### config.mk
export PLATFORM = sky130hd
export DESIGN_NAME = line_steer_ctrl
export DESIGN_NICKNAME = d
export VERILOG_FILES = /design/src/rtl/line_steer_ctrl_pkg.sv /design/src/rtl/line_err_decode.sv /design/src/rtl/line_steer_ctrl.sv
export SDC_FILE = /design/constraint.sdc
export NUM_CORES = 1
export LEC_CHECK = 0
export ABC_AREA = 1
export CORE_UTILIZATION = 60
export CTS_CLUSTER_DIAMETER = 60
export DETAILED_ROUTE_END_ITERATION = 6
export PLACE_DENSITY = 0.78
export SYNTH_ARGS = -nofsm -noshare
export SYNTH_HDL_FRONTEND = slang
export SYNTH_HIERARCHICAL = 1
export SYNTH_SLANG_ARGS = --single-unit
### constraint.sdc
create_clock -name clk -period 3.1 [get_ports clk]
set_input_delay 0.465 -clock clk [delete_from_list [all_inputs] [get_ports clk]]
set_output_delay 0.465 -clock clk [all_outputs]
set_load 0.01 [all_outputs]
### src/rtl/line_steer_ctrl_pkg.sv
// Shared constants for the line-follower steering path: sensor weights, servo scaling,
// default loop gains and the control FSM encoding.
package line_steer_ctrl_pkg;

    // Servo word scaling: 10 us per LSB at 100 MHz, 150 = 1.5 ms neutral pulse.
    localparam int unsigned FRAME_CYCLES_DEF = 2_000_000;
    localparam int unsigned NEUTRAL_DEF      = 150;
    localparam int unsigned SPAN_DEF         = 50;
    localparam int unsigned BASE_SPEED_DEF   = 30;
    localparam int unsigned KP_DEF           = 8;
    localparam int unsigned KD_DEF           = 4;
    localparam int unsigned LOST_FRAMES_DEF  = 25;

    // Sensor weights, bit 4 (leftmost) .. bit 0 (rightmost); positive = line to the right.
    localparam logic signed [3:0] W_BIT4 = -4'sd4;
    localparam logic signed [3:0] W_BIT3 = -4'sd2;
    localparam logic signed [3:0] W_BIT2 = 4'sd0;
    localparam logic signed [3:0] W_BIT1 = 4'sd2;
    localparam logic signed [3:0] W_BIT0 = 4'sd4;

    // Search heading magnitude while the line is lost.
    localparam logic signed [3:0] ERR_SEARCH = 4'sd4;

    typedef enum logic [2:0] {
        StIdle,
        StWait,
        StDecode,
        StMult,
        StApply
    } steer_state_e;

    // Error for two adjacent lit sensors: mean of their weights.
    function automatic logic signed [3:0] pair_err(input logic signed [3:0] a,
                                                   input logic signed [3:0] b);
        logic signed [3:0] sum;
        sum = a + b;
        return sum >>> 1;
    endfunction

    // Saturate a wheel command to +/- span.
    function automatic logic signed [10:0] clamp_span(input logic signed [10:0] v,
                                                      input logic signed [10:0] span);
        if (v > span) begin
            return span;
        end else if (v < -span) begin
            return -span;
        end
        return v;
    endfunction

endpackage

### src/rtl/line_err_decode.sv
// Maps the 5-bit sensor pattern to a signed line error; patterns that are not a single
// sensor or an adjacent pair (intersections, noise) hold the previous error.
module line_err_decode
    import line_steer_ctrl_pkg::*;
(
    input  logic [4:0]        pattern,
    input  logic signed [3:0] err_prev,
    output logic signed [3:0] err,
    output logic              lost_flag
);

    // Pattern decode; default holds the previous error.
    always_comb begin
        err       = err_prev;
        lost_flag = 1'b0;
        unique case (pattern)
            5'b00000: begin
                err       = 4'sd0;
                lost_flag = 1'b1;
            end
            5'b10000: err = W_BIT4;
            5'b01000: err = W_BIT3;
            5'b00100: err = W_BIT2;
            5'b00010: err = W_BIT1;
            5'b00001: err = W_BIT0;
            5'b11000: err = pair_err(W_BIT4, W_BIT3);
            5'b01100: err = pair_err(W_BIT3, W_BIT2);
            5'b00110: err = pair_err(W_BIT2, W_BIT1);
            5'b00011: err = pair_err(W_BIT1, W_BIT0);
            default:  err = err_prev;
        endcase
    end

endmodule

### src/rtl/line_steer_ctrl.sv
// PD steering controller: samples the synchronised IR bar once per frame, computes a
// clamped differential wheel command and drives the left/right servo position words.
module line_steer_ctrl
    import line_steer_ctrl_pkg::*;
#(
    parameter int unsigned FRAME_CYCLES = FRAME_CYCLES_DEF,
    parameter int unsigned NEUTRAL      = NEUTRAL_DEF,
    parameter int unsigned SPAN         = SPAN_DEF,
    parameter int unsigned BASE_SPEED   = BASE_SPEED_DEF,
    parameter int unsigned KP           = KP_DEF,
    parameter int unsigned KD           = KD_DEF,
    parameter int unsigned LOST_FRAMES  = LOST_FRAMES_DEF
) (
    input  logic       clk,
    input  logic       rst,
    input  logic       enable,
    input  logic [4:0] sensors,
    output logic [7:0] servo_L,
    output logic [7:0] servo_R,
    output logic       frame_tick,
    output logic       lost
);

    localparam int CntW = $clog2(FRAME_CYCLES);
    localparam int LcW  = $clog2(LOST_FRAMES + 2);

    localparam logic [CntW-1:0]  CntLast = CntW'(FRAME_CYCLES - 1);
    localparam logic [LcW-1:0]   LcLimit = LcW'(LOST_FRAMES);
    localparam logic [LcW-1:0]   LcSat   = LcW'(LOST_FRAMES + 1);
    localparam logic signed [9:0]  KpS   = 10'(KP);
    localparam logic signed [9:0]  KdS   = 10'(KD);
    localparam logic signed [10:0] BaseS = 11'(BASE_SPEED);
    localparam logic signed [10:0] SpanS = 11'(SPAN);
    localparam logic signed [10:0] NeutS = 11'(NEUTRAL);

    logic [4:0]        sync1_q, sync2_q, sample_q;
    logic [CntW-1:0]   frame_cnt_q;
    logic              wrap;
    steer_state_e      state_q, state_d;

    logic signed [3:0] err_q, err_prev_q, dec_err;
    logic              dec_lost;
    logic signed [4:0] d_q, dec_d;
    logic              last_neg_q, stop_q;
    logic [LcW-1:0]    lost_cnt_q, lost_inc;
    logic signed [9:0] corr_q, corr_d;
    logic signed [10:0] corr_ext, cmd_l, cmd_r, srv_l, srv_r;

    assign wrap = (frame_cnt_q == CntLast);

    line_err_decode u_decode (
        .pattern   (sample_q),
        .err_prev  (err_prev_q),
        .err       (dec_err),
        .lost_flag (dec_lost)
    );

    // Two-flop synchroniser for the asynchronous sensor bits.
    always_ff @(posedge clk or posedge rst) begin
        if (rst) begin
            sync1_q <= '0;
            sync2_q <= '0;
        end else begin
            sync1_q <= sensors;
            sync2_q <= sync1_q;
        end
    end

    // Frame counter; held at zero while idle so a frame starts fresh on enable.
    always_ff @(posedge clk or posedge rst) begin
        if (rst) begin
            frame_cnt_q <= '0;
        end else if (!enable || state_q == StIdle || wrap) begin
            frame_cnt_q <= '0;
        end else begin
            frame_cnt_q <= frame_cnt_q + 1'b1;
        end
    end

    // FSM state register.
    always_ff @(posedge clk or posedge rst) begin
        if (rst) begin
            state_q <= StIdle;
        end else begin
            state_q <= state_d;
        end
    end

    // FSM next state: one pass of decode/multiply/apply per frame wrap.
    always_comb begin
        state_d = state_q;
        if (!enable) begin
            state_d = StIdle;
        end else begin
            unique case (state_q)
                StIdle:   state_d = StWait;
                StWait:   state_d = wrap ? StDecode : StWait;
                StDecode: state_d = StMult;
                StMult:   state_d = StApply;
                StApply:  state_d = StWait;
                default:  state_d = StIdle;
            endcase
        end
    end

    // Arithmetic helpers: derivative, lost-count increment, gain products and clamp.
    always_comb begin
        dec_d    = {dec_err[3], dec_err} - {err_prev_q[3], err_prev_q};
        lost_inc = (lost_cnt_q == LcSat) ? lost_cnt_q : lost_cnt_q + 1'b1;
        corr_d   = KpS * {{6{err_q[3]}}, err_q} + KdS * {{5{d_q[4]}}, d_q};
        corr_ext = {corr_q[9], corr_q};
        cmd_l    = clamp_span(BaseS + corr_ext, SpanS);
        cmd_r    = clamp_span(BaseS - corr_ext, SpanS);
        srv_l    = NeutS + cmd_l;
        srv_r    = NeutS - cmd_r;  // right servo is mounted mirrored
    end

    // Control datapath: sample, decode, multiply and apply stages plus lost handling.
    always_ff @(posedge clk or posedge rst) begin
        if (rst) begin
            sample_q   <= '0;
            err_q      <= '0;
            err_prev_q <= '0;
            d_q        <= '0;
            corr_q     <= '0;
            last_neg_q <= 1'b0;
            stop_q     <= 1'b0;
            lost_cnt_q <= '0;
            servo_L    <= 8'(NEUTRAL);
            servo_R    <= 8'(NEUTRAL);
            frame_tick <= 1'b0;
            lost       <= 1'b0;
        end else if (!enable) begin
            err_q      <= '0;
            err_prev_q <= '0;
            d_q        <= '0;
            corr_q     <= '0;
            last_neg_q <= 1'b0;
            stop_q     <= 1'b0;
            lost_cnt_q <= '0;
            servo_L    <= 8'(NEUTRAL);
            servo_R    <= 8'(NEUTRAL);
            frame_tick <= 1'b0;
            lost       <= 1'b0;
        end else begin
            frame_tick <= 1'b0;
            case (state_q)
                StWait: begin
                    if (wrap) begin
                        sample_q <= sync2_q;
                    end
                end
                StDecode: begin
                    if (dec_lost) begin
                        lost_cnt_q <= lost_inc;
                        d_q        <= '0;
                        if (lost_inc <= LcLimit) begin
                            // Search: keep turning toward the side the line was last seen.
                            err_q  <= last_neg_q ? -ERR_SEARCH : ERR_SEARCH;
                            stop_q <= 1'b0;
                        end else begin
                            err_q      <= '0;
                            err_prev_q <= '0;
                            stop_q     <= 1'b1;
                        end
                    end else begin
                        lost_cnt_q <= '0;
                        err_q      <= dec_err;
                        d_q        <= dec_d;
                        err_prev_q <= dec_err;
                        stop_q     <= 1'b0;
                        if (dec_err != 4'sd0) begin
                            last_neg_q <= dec_err[3];
                        end
                    end
                end
                StMult: begin
                    corr_q <= corr_d;
                end
                StApply: begin
                    frame_tick <= 1'b1;
                    lost       <= stop_q;
                    if (stop_q) begin
                        servo_L <= 8'(NEUTRAL);
                        servo_R <= 8'(NEUTRAL);
                    end else begin
                        servo_L <= srv_l[7:0];
                        servo_R <= srv_r[7:0];
                    end
                end
                default: ;
            endcase
        end
    end

endmodule

==> out/metrics.yaml, run 1 <==
die_x_microns: 86.6
drive_gt1_share_pct: 8.54
start_util_pct: 62.5
avgSynthCellArea_sq_um: 8.18
cts_max_level: 3
critPathLaunchType: "register"
root_buffer: "clkbuf_8"
yosysSeqAreaShare_pct: 46.8
vias_per_cell: 5.39
cts_num_sinks: 80
ys_top_cells_by_count: "nand2_1, dfrtp_1, inv_1"
hold-path-cell-count: 0
synth-edff-count: 0
finalSetupTns_ns: 0
yosysWarningCount: 6
grtUsageTotal_pct: 25.4
synth.distinct_cells: 43
synth.top_cell.area_share_pct: 42.5
hold_class: "reg2reg"
hpwl_mm: 6.13
min_from: "sync1_q[2]"
max_cap_viol_count: 0
die_area_sq_mm: 0.00750
syn-cell-area_sq_mm: 0.00429
power_density_mw_per_mm2: 405
grt_max_degree: 42
placed_cells: 642
rsz0062_at_grt: "false"
r2r_slack_ns: 0.58
wl_per_cell_microns: 12.7
tritoncts: "built"
post_cts_resized: 0
finalCritPeriodShare_pct: 81.4
antenna_found_initial: 0
cts_buffers: 9
post-synth-top-area-cell: "dfrtp_1"
rr_endpoint: "servo_R[5]"
wirelength_mm: 8.34
leakagePower_nw: 2.37
io_buffer_count: 23
setup_viol: 0
grt_pass1_wl_mm: 14.9
gr-total-overflow: 0
globalplace.congestion: 0.843
timing.fmax_mhz: 396
synthCells: 525
hold_violations: 0
cp.required_ns: 3.36
final.min_clock_period_ns: 2.52
ioPinCount: 26
maxSlewViolCount: 0
drt_pre_antenna_iters: 5
ff2ff_path_depth: 15
clk_latency_ns: 0.36
vdd_drop_max_v: 0.000290
core_sq_mm: 0.00687
worstPathMaxFanout: 8
ys_ff_latch: 80
hold_end: "sync2_q[2]"
cts_buffer_depth: 2
fin_cells: 658
n_antenna_cell: 0
worst_pin_slew_ns: 0.691
fin_worst_skew_ns: 0.0161
synth_area_leaders: "dfrtp_1, nand2_1, inv_1"
critical_path_class: "reg2reg"
cp_data_arrival_time_ns: 2.79
critPathCaptureType: "register"
vias: 3544
clkTransAtPathRegs_ns: 0.09
syn2layout_area_growth_pct: 13.0
async_flop_share_pct: 100
maxSlewHeadroom_pct: 53.9
worstReg2RegStart: "corr_q[5]"
drt_iter0_markers: 187
critPathLaunch: "corr_q[5]"
postCtsHoldBufs: 0
nNetsFinal: 587
synth_most_common_cell: "nand2_1"
synth_top_flop_cell: "dfrtp_1"
die_y_microns: 86.6
drc: 0
grt_pass1_vias: 3415
rows: 30
ant_nets: 0
post_cts_buffers: 0
status: "completed"
-- state kept, by name (all words and copies together) (netlist names), 3 cells and up --
| register | cells |
|---|---|
| corr_q | 6 |
| lost_cnt_q | 5 |
| state_q | 3 |
| sync2_q | 5 |
| servo_L | 7 |
| sample_q | 5 |
| servo_R | 6 |
| d_q | 5 |
| err_q | 4 |
| frame_cnt_q | 21 |
| err_prev_q | 4 |
| sync1_q | 5 |
-- area by class of cell --
type | count | area (sq um)
sequential | 80 | 2010
tap | 96 | 120
timing repair buffer | 26 | 265
clock inverter | 5 | 62.6
fill | 561 | 2020
inverter | 76 | 287
multi-input combinational | 364 | 1970
clock buffer | 11 | 141
-- routing by layer --
layer / global-route usage (%) / routed length [microns] / vias up
met5: 0 / 0 / -
met4: 8.94 / 119 / 0
met3: 4.67 / 258 / 11
met2: 41.8 / 3920 / 73
met1: 34.0 / 4040 / 1680
li1: - / - / 1780
-- worst max-delay path by stage --
stage / depth (start not counted) / end / slack (ns)
CTS: 15 / servo_R[5] / 0.59
floorplan: 1 / corr_q[2] / 0.59
finish: 15 / servo_R[5] / 0.58
global route: 13 / d_q[4] / 0.22
detailed placement: 13 / d_q[4] / 0.66
global placement: 15 / servo_R[5] / 0.76
-- where the power goes --
group | internal, mW | total (mW) | switching, mW
Combinational | 0.0341 | 0.100 | 0.0660
Clock | 0.400 | 0.795 | 0.395
Sequential | 1.06 | 1.07 | 0.00887
-- cell usage in the layout, fill, tap and decap left out, types with 2 or more instances in the layout --
cell type        netlist  layout
nand2_1              119     119
dfrtp_1               73      73
inv_1                 72      71
nor2_1                49      49
nand3_1               39      39
o21ai_0               30      30
a21oi_1               25      25
clkdlybuf4s50_1        0      23
ha_1                  20      20
nor3_1                13      13
clkbuf_8               0      10
o22ai_1                9       9
nand4_1                7       7
nor2_2                 7       7
dfstp_2                7       7
xor2_1                 5       5
a22o_1                 4       4
inv_2                  3       3
nor4_1                 3       3
a31oi_1                3       3
o21ai_1                3       3
nor3_2                 2       2
xnor2_1                2       2
or2_2                  2       2
nand3_2                2       2
o21a_1                 2       2
nor3b_1                2       2
fa_1                   2       2
conb_1                 1       2
clkinvlp_4             0       2
inv_6                  0       2
buf_4                  3       2
-- logic make-up after synthesis --
| logic type | count (synthesis) | share of synthesized area (%) |
|---|---|---|
| AND/OR/NAND/NOR | 250 | 26.4 |
| XOR/XNOR | 7 | 1.43 |
| flip-flops | 80 | 46.8 |
| buffers and inverters | 82 | 7.49 |
| AO/OA/AOI/OAI | 83 | 11.0 |
| adder cells (fa/ha/maj) | 22 | 6.76 |
| other | 1 | 0.0873 |
-- metrics by stage --
step / area (sq um) / hold WS (ns) / total power [mW] / setup slack (ns) / util [%]
floorplan: 4300 / 0.331 / 1.15 / 0.595 / -
global placement: 4650 / 0.335 / 1.19 / 0.764 / 67.7
detailed placement: 4650 / 0.336 / 1.19 / 0.655 / 67.7
CTS: 4850 / 0.356 / 1.98 / 0.595 / 70.6
global route: 4850 / 0.367 / 2.05 / 0.220 / 70.6
finish: 4850 / 0.353 / 1.97 / 0.576 / 70.6
-- critical path, cell delays in order (launching register included) --
cell and delay (ns):
dfrtp_1 0.50, inv_2 0.18, ha_1 0.16, inv_1 0.04, ha_1 0.26, inv_1 0.05
nor3_1 0.13, nand2_1 0.08, nand2_1 0.12, inv_1 0.08, o21ai_0 0.25, ha_1 0.26
inv_1 0.06, nand2_1 0.06, nand2_1 0.04, o21ai_0 0.17
(Power assumes the default switching activity.)
==> run 2: changes to the inputs <==
Clock period 3.1 ns to 2.4 ns, I/O delays scaled along.
==> run 2 against run 1 <==
Fmax rose by 11%. Total power rose by 30%. Final area rose by 3.7%. Critical endpoint is now d_q[3].
==> out/metrics.yaml, run 2 (synthesis gave the netlist of run 1 again) <==
cp.required_ns: 2.65  # -0.71 ns
drc: 0  # unchanged
seqCellArea_sq_mm: 0.00202  # +0.37%
tritoncts: "built"
hold_class: "in2async"
ant_nets: 0  # unchanged
die_x_microns: 86.6  # unchanged
core_sq_mm: 0.00687  # unchanged
critPathLaunchType: "register"
final.min_clock_period_ns: 2.27  # -0.250 ns
n_antenna_cell: 0  # unchanged
largest_register_ffs: 21  # unchanged
fillCellCount: 559  # -0.36%
total_power_mw: 2.56  # +30%
timing.fmax_mhz: 440  # +11%
grtUsageTotal_pct: 25.6  # +0.14 points
worstPathMaxFanout: 6  # -2
clkTransAtPathRegs_ns: 0.09  # about the same
drt_iter0_markers: 198  # +5.9%
hold_violations: 0  # unchanged
layout_commonest_cell: "nand2_1"
cts_max_level: 3  # unchanged
clk_latency_ns: 0.35  # about the same
placed_cells: 647  # +0.78%
fin_cells: 668  # +1.5%
critPathCaptureType: "register"
vias: 3573  # +0.82%
die_area_sq_mm: 0.00750  # unchanged
grt_pass1_wl_mm: 14.9  # about the same
wl_per_cell_microns: 12.7  # +0.40%
status: "completed"
gr-total-overflow: 0  # unchanged
max_cap_viol_count: 0  # unchanged
finalCritPeriodShare_pct: 94.8  # +13 points
nNetsFinal: 597  # +1.7%
maxSlewViolCount: 0  # unchanged
critPathMaxStageDelay_ns: 0.46  # -0.04 ns
io_buffer_count: 23  # unchanged
rows: 30  # unchanged
drive_gt1_share_pct: 13.3  # +4.7 points
cts_num_sinks: 80  # unchanged
globalplace.congestion: 0.837  # -0.68%
maxSlewHeadroom_pct: 65.3  # +11 points
wirelength_mm: 8.50  # +1.9%
hpwl_mm: 6.36  # +3.7%
root_buffer: "clkbuf_8"
vdd_drop_max_v: 0.000321  # +11%
drt_pre_antenna_iters: 5  # unchanged
grt_max_degree: 37  # -12%
largestRegisters: "frame_cnt_q x21, servo_L x7"
cts_buffers: 9  # unchanged
power_density_mw_per_mm2: 509  # +26%
critical_path_class: "reg2reg"
worst_pin_slew_ns: 0.516  # -0.174 ns
cp_top_family: "simple AND/OR/NAND/NOR gates"
largest-register: "frame_cnt_q"
die_y_microns: 86.6  # unchanged
vias_per_cell: 5.35  # -0.69%
grt_pass1_vias: 3361  # -1.6%
path_cells: "nor2_4 > nand3_1 > nand2_1 > nor2_4 > nand3_1 > nand2_2 > ha_4 > nand2_1 > nor2_1 > a211oi_2 > or2_2 > a32o_1"
leakagePower_nw: 2.43  # +2.3%
rsz0062_at_grt: "true"
setup_viol: 0  # unchanged
crit_path_top_delay_cell: "dfrtp_2"
antenna_found_initial: 0  # unchanged
cp_data_arrival_time_ns: 2.53  # -0.26 ns
syn2layout_area_growth_pct: 17.2
ioPinCount: 26  # unchanged
start_util_pct: 62.5  # unchanged
timing.critical_path.buf_inv: 0  # -5
cts_buffer_depth: 2  # unchanged
fin_worst_skew_ns: 0.0101  # -0.00608 ns
final_cell_mix: "nand2_1, inv_1, dfrtp_1, nor2_1, nand3_1"
multi_input_area_sq_mm: 0.00204  # +3.8%
hold_slack_ns: 0.355  # +0.00188 ns
finalSetupTns_ns: 0  # unchanged
## run 2: changes by cell type in the layout (fill, tap and decap cells not counted), moves of 2 or more
cell | previous run | this run
ha_2 | 0 | 2
nor2_4 | 0 | 3
buf_4 | 2 | 11
dfrtp_1 | 73 | 67
o21ai_0 | 30 | 28
dfrtp_2 | 0 | 6
nor2_2 | 7 | 5
ha_1 | 20 | 17
inv_8 | 0 | 2
## run 2: stage by stage
stage | setup WS [ns] | util, % | area (sq um)
after floorplan | 0.210 | - | 4300
after global placement | 0.0830 | 68.4 | 4700
after detailed placement | -0.0430 | 68.4 | 4700
after CTS | 0.0127 | 71.7 | 4920
after global routing | -0.0210 | 73.2 | 5030
final | 0.126 | 73.2 | 5030
## run 2: power breakdown
| group | switching (mW) | internal (mW) |
|---|---|---|
| registers | 0.0114 | 1.37 |
| logic | 0.0857 | 0.0484 |
| clock network | 0.539 | 0.504 |
| total | 0.636 | 1.92 |
## run 2: routing by layer
metal / track usage (%) / share of wire [%] / vias to the layer above
met4: 10.0 / 1.6 / 0
met1: 34.3 / 47 / 1676
met2: 42.3 / 48 / 78
met3: 3.52 / 3.5 / 11
li1: - / - / 1808
met5: 0 / 0 / -
## run 2: layout make-up
class / instances / area share (%)
Clock buffer: 9 / 2.46
Timing Repair Buffer: 36 / 7.01
Inverter: 76 / 5.74
Multi-Input combinational cell: 364 / 40.6
Clock inverter: 7 / 1.72
Sequential cell: 80 / 40.1
Tap cell: 96 / 2.39
## run 2: worst paths after layout
check                           cells past startpoint  slack, ns   startpoint        endpoint
worst min-delay path                                2       0.35          rst  frame_cnt_q[9]
worst max-delay path                               12       0.13  sample_q[1]          d_q[3]
min in group clk                                    0       0.36   sync1_q[1]      sync2_q[1]
max in group asynchronous                           3       1.51          rst      servo_R[7]
worst max register to register                     12       0.13  sample_q[1]          d_q[3]
worst min register to register                      0       0.36   sync1_q[1]      sync2_q[1]
## run 2: repair_timing
item	CTS	global route
hold buffers	0	0
endpoints found under the setup margin	1	5
buffers inserted	0	5
pin swaps	0	2
resized for setup	4	21
